--- config.mk ---
export PLATFORM = sky130hd
export DESIGN_NAME = onehot_enc_4to2
export DESIGN_NICKNAME = d
export VERILOG_FILES = /design/src/rtl/onehot_enc_4to2.sv
export SDC_FILE = /design/constraint.sdc
export NUM_CORES = 1
export LEC_CHECK = 0
export CORE_MARGIN = 2
export CORE_UTILIZATION = 40
export CTS_BUF_LIST = sky130_fd_sc_hd__clkbuf_4 sky130_fd_sc_hd__clkbuf_8 sky130_fd_sc_hd__clkbuf_16
export CTS_CLUSTER_SIZE = 40
export DETAILED_ROUTE_END_ITERATION = 7
export GPL_ROUTABILITY_DRIVEN = 0
export PLACE_DENSITY = 0.72
export SYNTH_ARGS = -nofsm -noshare
export SYNTH_HDL_FRONTEND = slang
export SYNTH_SLANG_ARGS = --single-unit
--- constraint.sdc ---
create_clock -name clk -period 1.65 [get_ports clk]
set_input_delay 0.165 -clock clk [delete_from_list [all_inputs] [get_ports clk]]
set_output_delay 0.165 -clock clk [all_outputs]
set_load 0.005 [all_outputs]
--- src/rtl/onehot_enc_4to2.sv ---
// Registered 4-to-2 one-hot encoder with a valid/ready handshake on both sides.
// Recovers {en, a} from decoded select lines and flags codes that are not one-hot.
// A one-entry output register gives full throughput when the consumer keeps up.
// A saturating counter tracks how many accepted codes were multi-hot.
//
// Handshake: a transfer happens on a rising edge where valid && ready.
// The producer holds its payload stable until that edge.
// in_ready is combinational (!out_valid || out_ready), so a consume and a new
// accept may happen on the same edge.
module onehot_enc_4to2 #(
   parameter bit STRICT = 1'b1,
   parameter int CNT_W  = 8
) (
   input  logic             clk,
   input  logic             rst_n,
   input  logic             in_valid,
   output logic             in_ready,
   input  logic [3:0]       y_in,
   output logic             out_valid,
   input  logic             out_ready,
   output logic [1:0]       a_out,
   output logic             en_out,
   output logic             err_out,
   input  logic             cnt_clr,
   output logic [CNT_W-1:0] err_cnt
);

   localparam logic [CNT_W-1:0] CNT_MAX = '1;

   logic       accept;
   logic [3:0] y_m;
   logic [1:0] a_nxt;
   logic       en_nxt;
   logic       err_nxt;

   assign in_ready = !out_valid || out_ready;
   assign accept   = in_valid && in_ready;

   // Mask the code with in_valid so an undriven bus never reaches the encoder.
   assign y_m = in_valid ? y_in : 4'b0000;

   // Encode the masked code. Multi-hot handling depends on STRICT.
   always_comb begin
      a_nxt   = 2'b00;
      en_nxt  = 1'b0;
      err_nxt = 1'b0;
      case (y_m)
         4'b0000: begin
            a_nxt  = 2'b00;
            en_nxt = 1'b0;
         end
         4'b0001: begin
            a_nxt  = 2'b00;
            en_nxt = 1'b1;
         end
         4'b0010: begin
            a_nxt  = 2'b01;
            en_nxt = 1'b1;
         end
         4'b0100: begin
            a_nxt  = 2'b10;
            en_nxt = 1'b1;
         end
         4'b1000: begin
            a_nxt  = 2'b11;
            en_nxt = 1'b1;
         end
         default: begin
            // Two or more bits set. In lenient mode the highest set bit wins.
            // Any multi-hot code has a set bit at index 1 or above.
            err_nxt = 1'b1;
            if (STRICT) begin
               a_nxt  = 2'b00;
               en_nxt = 1'b0;
            end else begin
               en_nxt = 1'b1;
               if (y_m[3])      a_nxt = 2'b11;
               else if (y_m[2]) a_nxt = 2'b10;
               else             a_nxt = 2'b01;
            end
         end
      endcase
   end

   // Output register: load on accept, drop valid on a consume with no new accept.
   always_ff @(posedge clk or negedge rst_n) begin
      if (!rst_n) begin
         out_valid <= 1'b0;
         a_out     <= 2'b00;
         en_out    <= 1'b0;
         err_out   <= 1'b0;
      end else if (accept) begin
         out_valid <= 1'b1;
         a_out     <= a_nxt;
         en_out    <= en_nxt;
         err_out   <= err_nxt;
      end else if (out_ready) begin
         out_valid <= 1'b0;
      end
   end

   // Saturating error counter. It counts on accept, and a clear wins over an increment.
   always_ff @(posedge clk or negedge rst_n) begin
      if (!rst_n) begin
         err_cnt <= '0;
      end else if (cnt_clr) begin
         err_cnt <= '0;
      end else if (accept && err_nxt && (err_cnt != CNT_MAX)) begin
         err_cnt <= err_cnt + 1'b1;
      end
   end

endmodule
# Yosys cells after proc, flatten, opt, wreduce, memory -nomap -nowiden
# Cells that the tools add are included.
dict set report word_totals {
  reg_bits 13
  inputBits 9
  out_inout_bits 14
  elab_cells 29
}
dict set report op_classes {
  add_sub_neg 1
  n_eq_ne 5
  mux 8
  n_reduce_logical 10
}
# operator n
set op_table {}
lappend op_table {{2-to-1 mux 8 bit} 2}
lappend op_table {{adder 8 x 1 -> 8 bit, second input constant} 1}
lappend op_table {{inequality test 8 bit, second input constant} 1}
lappend op_table {{case mux 2 bit (3 select lines)} 1}
lappend op_table {{OR reduction 5 bit} 1}
lappend op_table {{equality test 4 x 1 -> 1 bit, second input constant} 1}
lappend op_table {{equality test 4 x 2 -> 1 bit, second input constant} 1}
lappend op_table {{equality test 4 x 3 -> 1 bit, second input constant} 1}
lappend op_table {{equality test 4 bit, second input constant} 1}
lappend op_table {{logical NOT 4 bit} 1}
lappend op_table {{2-to-1 mux 1 bit} 4}
lappend op_table {{2-to-1 mux 4 bit} 1}
lappend op_table {{nonzero test 2 bit} 2}
lappend op_table {{OR reduction 4 bit} 1}
lappend op_table {{logical AND 1 bit} 3}
lappend op_table {{logical NOT 1 bit} 1}
lappend op_table {{logical OR 1 bit} 1}

# Logic depth before layout (Yosys ltp)
dict set report depth {
  word_depth 8
  ltp_mapped 5
  mapped_depth_nobuf 5
}

# Worst setup path before layout
# No wires, ideal clock.
dict set report synth_timing {
  kind {reg-to-reg}
  from {register err_cnt[0]}
  to {register err_cnt[4]}
  t_arrival_ps 1443
  t_required_ps 1522
  slack_ps 79
  stages_incl_launch_ff 6
  n_path_buf 0
  period_less_slack_ps 1571
  cell_sequence {dfrtp_1 -> ha_1 -> nand3_1 -> nor2_1 -> nor4_1 -> mux2_1}
}
dict set report synth_between {
  elab_chain_cells 3
  elab_cells_between_ends 6
  classes_between {1 x add/sub; 1 x eq/ne; 2 x mux; 2 x reduce/logical}
}
# element line
set synth_lines {}
lappend synth_lines {{start: declaration} 25} ;# output logic [CNT_W-1:0] err_cnt
lappend synth_lines {{start signal: assignment} 109} ;# err_cnt <= err_cnt + 1'b1;
lappend synth_lines {{adder 8 x 1 -> 8 bit / inequality test 8 bit (equally long branches)} {109, 108}}
lappend synth_lines {{2-to-1 mux 8 bit / logical AND 1 bit (equally long branches)} 108} ;# end else if (accept && err_nxt && (err_cnt != CNT_MAX)) begin
lappend synth_lines {{2-to-1 mux 8 bit / nonzero test 2 bit (equally long branches)} --}
# Parallel ways exist; a longest one is shown, timed or not. The select of a mux whose other input is x is not followed.
# A chain may end at the register's enable or synchronous reset.

# Worst setup path after layout
# Same ends and word-level chain as after synthesis.

==> summary.txt <==
status = complete, no violations
period utilization = 94.98%
Cells after Synth = 74
Power Density = 628.9 nW/um^2
Setup crit end kind = flop
Skew-Pair Late Insertion Delay = 0.28 ns
max-slew violations = 0
placed cells = 133
Num CTS Buffers = 3
die height = 46.49 um
P&R area growth vs syn = 61.35%
Max transition margin = 61.93%
fmax = 638.1 MHz
asr flop ratio synth = 100.0%
top_reg_cell synth = dfrtp_1
Iteration-0 DRC Markers = 5
FF-to-FF End = err_cnt[4]
Yosys warning count = 0
DRT antenna net count = 0
register area share after synthesis = 45.06%
minimum clock period = 1.567 ns
worst setup margin = 0.08287 ns
Antenna Cells = 0
vias in the first global route = 721
width of the die = 46.49 um
worst slew pin tran = 0.5692 ns
Core Area = 1708 um^2
final wirelength = 1914 um
CTS hold repair buffers = 0
maximum VDD drop = 0.4756 mV
share of layout cells above drive strength 1 = 25.22%
Root Buffer = clkbuf_4
Worst EP arrival = 1.74 ns
number of flops mapped to enable cells by yosys = 0
Worst Path Required = 1.82 ns
Synth Net Count = 84
RSZ-0062 raised after global routing = true
top cell type's share of synthesized area = 45.06%
FF-to-FF Start = err_cnt[0]
Hold Crit Class = in -> async
die area = 2161 um^2
worst r2r path cells = 5
Setup WS pre-CTS = -0.3128 ns
CP cell instances = ha_1 -> nand3_2 -> nor2_1 -> nor4_2 -> mux2_1
dominant cell type by area after synthesis = dfrtp_1
WL/cell = 13.67 um
worst path bufs/invs = 0
grt ovf = 0
GRT Total Usage = 20.45%
H-tree lvl count = 1
drt drc = 0
Max stage delay on crit path = 0.40 ns
count leader, synth = dfrtp_1
Fin. Hold Viols = 0
ranking of synthesized cells by area = dfrtp_1 45%, mux2_1 4.7%, nand2_1 3.6%, nand2b_1 3.5%, a21oi_1 2.8%
cell family with most CP delay = simple AND/OR/NAND/NOR gates
drt first pass iters = 4
initial core utilization = 42.27%
setup slack, reg-to-reg = 0.08 ns
detailed placer's ending HPWL = 1413 um
Crit Path Class = reg -> reg
vias per inst = 5.086
Synth top cells by count = 13 x dfrtp_1, 7 x nand2_1, 5 x nor2_1
Clock Path Buffers = 2
FILL cells = 133
non-filler instance count after layout = 140
Avg Cell Area, Syn = 9.756 um^2
Startpoint Class = flop
Setup Viol. Count Final = 0
CTS tree = done
Max Cap Violations = 0
CP Max Fanout = 3
clock sinks = 13
first-pass GRT wire length = 3111 um
Ports = 23
CP Depth = 5
Synth Register Bits = 13
nets@finish = 126
slowest stage cell, crit path = dfrtp_1
initial antenna violation count = 0
vias = 712
clock transition at the registers of the reported paths = 0.09 ns
Post-Synthesis Cell Area = 721.9 um^2
Distinct cells, synth = 28
critical path endpoint = err_cnt[4]
total negative slack = 0 ns
Worst Setup SP = err_cnt[0]
Clock Skew = 0.004354 ns
Port Buffer Count = 22
leakage = 0.4852 nW
FP Rows = 15
largest net degree at the start of global routing = 14
[metal layers]
layer  routed length (um)  share of wire, %  track usage, %  vias up
met5                    0                 0               0        -
met4                   26               1.4           9.714        0
met3                   36               1.9           2.745        4
met2                  937                49           34.72        9
met1                  914                48           25.18      336
li1                     -                 -               -      363
[repair_timing]
| action | CTS | global route |
|---|---|---|
| setup endpoints to repair | 1 | 5 |
| hold endpoints to repair | 0 | 0 |
| cloned | 0 | 1 |
| resized for setup | 2 | 6 |
| pin swaps | 0 | 3 |
| setup buffers | 0 | 2 |
[cells in the final DEF, fill, tap and decap left out, types with 2 or more instances in the layout]
| cell type | count |
|---|---|
| clkdlybuf4s50_1 | 21 |
| buf_4 | 17 |
| dfrtp_1 | 13 |
| nand2_1 | 7 |
| nor2_1 | 5 |
| nand2b_1 | 4 |
| a21oi_1 | 4 |
| clkbuf_4 | 4 |
| or3_1 | 3 |
| nor2b_1 | 3 |
| mux2_1 | 3 |
| o21ai_0 | 2 |
| xnor2_1 | 2 |
| o41ai_1 | 2 |
| and3_1 | 2 |
| nand3_1 | 2 |
| o21ai_1 | 2 |
| o31ai_1 | 2 |
| or4_1 | 2 |
[logic make-up after synthesis]
family                   Yosys count  synth area share, %
flip-flops                        13                45.06
adder cells (fa/ha/maj)            2                3.119
XOR/XNOR                           2                2.427
AO/OA/AOI/OAI                     16                14.91
buffers and inverters              3                2.600
multiplexers                       4                6.066
AND/OR/NAND/NOR                   34                25.82
[area by class of cell]
class / instances / area (um^2) / share of cell area [%]
multi-input combinational: 59 / 427.9 / 36.73
timing repair buffer: 39 / 350.3 / 30.08
clock buffer: 4 / 30.03 / 2.578
tap: 25 / 31.28 / 2.685
sequential: 13 / 325.3 / 27.93
[state kept, by name (all words and copies together), names as in the netlist]
register	flops
a_out	2
en_out	1
err_cnt	8
err_out	1
out_valid	1
[report_power, final]
group / total (W) / internal [W] / switching (W)
Clock: 0.000225 / 0.000110 / 0.000115
Combinational: 0.000166 / 0.0000933 / 0.0000723
Sequential: 0.000342 / 0.000334 / 0.00000790
Total: 0.000733 / 0.000537 / 0.000195
[through the flow]
| stage | hold WS, ns | power, W | area, um^2 | util, % |
|---|---|---|---|---|
| floorplan | -0.1306 | 0.0004034 | 721.9 | - |
| global placement | 0.4727 | 0.0004985 | 1067 | 62.49 |
| detailed placement | 0.4747 | 0.0005018 | 1067 | 62.49 |
| CTS | 0.2680 | 0.0007302 | 1111 | 65.05 |
| global route | 0.3001 | 0.0007660 | 1165 | 68.21 |
| finish | 0.2378 | 0.0007326 | 1165 | 68.21 |
[worst min path at each step]
stage          slack (ns)          to    start
2_1_floorplan       -0.13    a_out[0]    rst_n
3_3_place_gp         0.47      en_out   en_out
3_5_place_dp         0.47     err_out  err_out
4_1_cts              0.27  err_cnt[0]    rst_n
5_1_grt              0.30  err_cnt[4]    rst_n
6_report             0.24  err_cnt[0]    rst_n
Note: power is estimated with default switching activity, not from simulation.
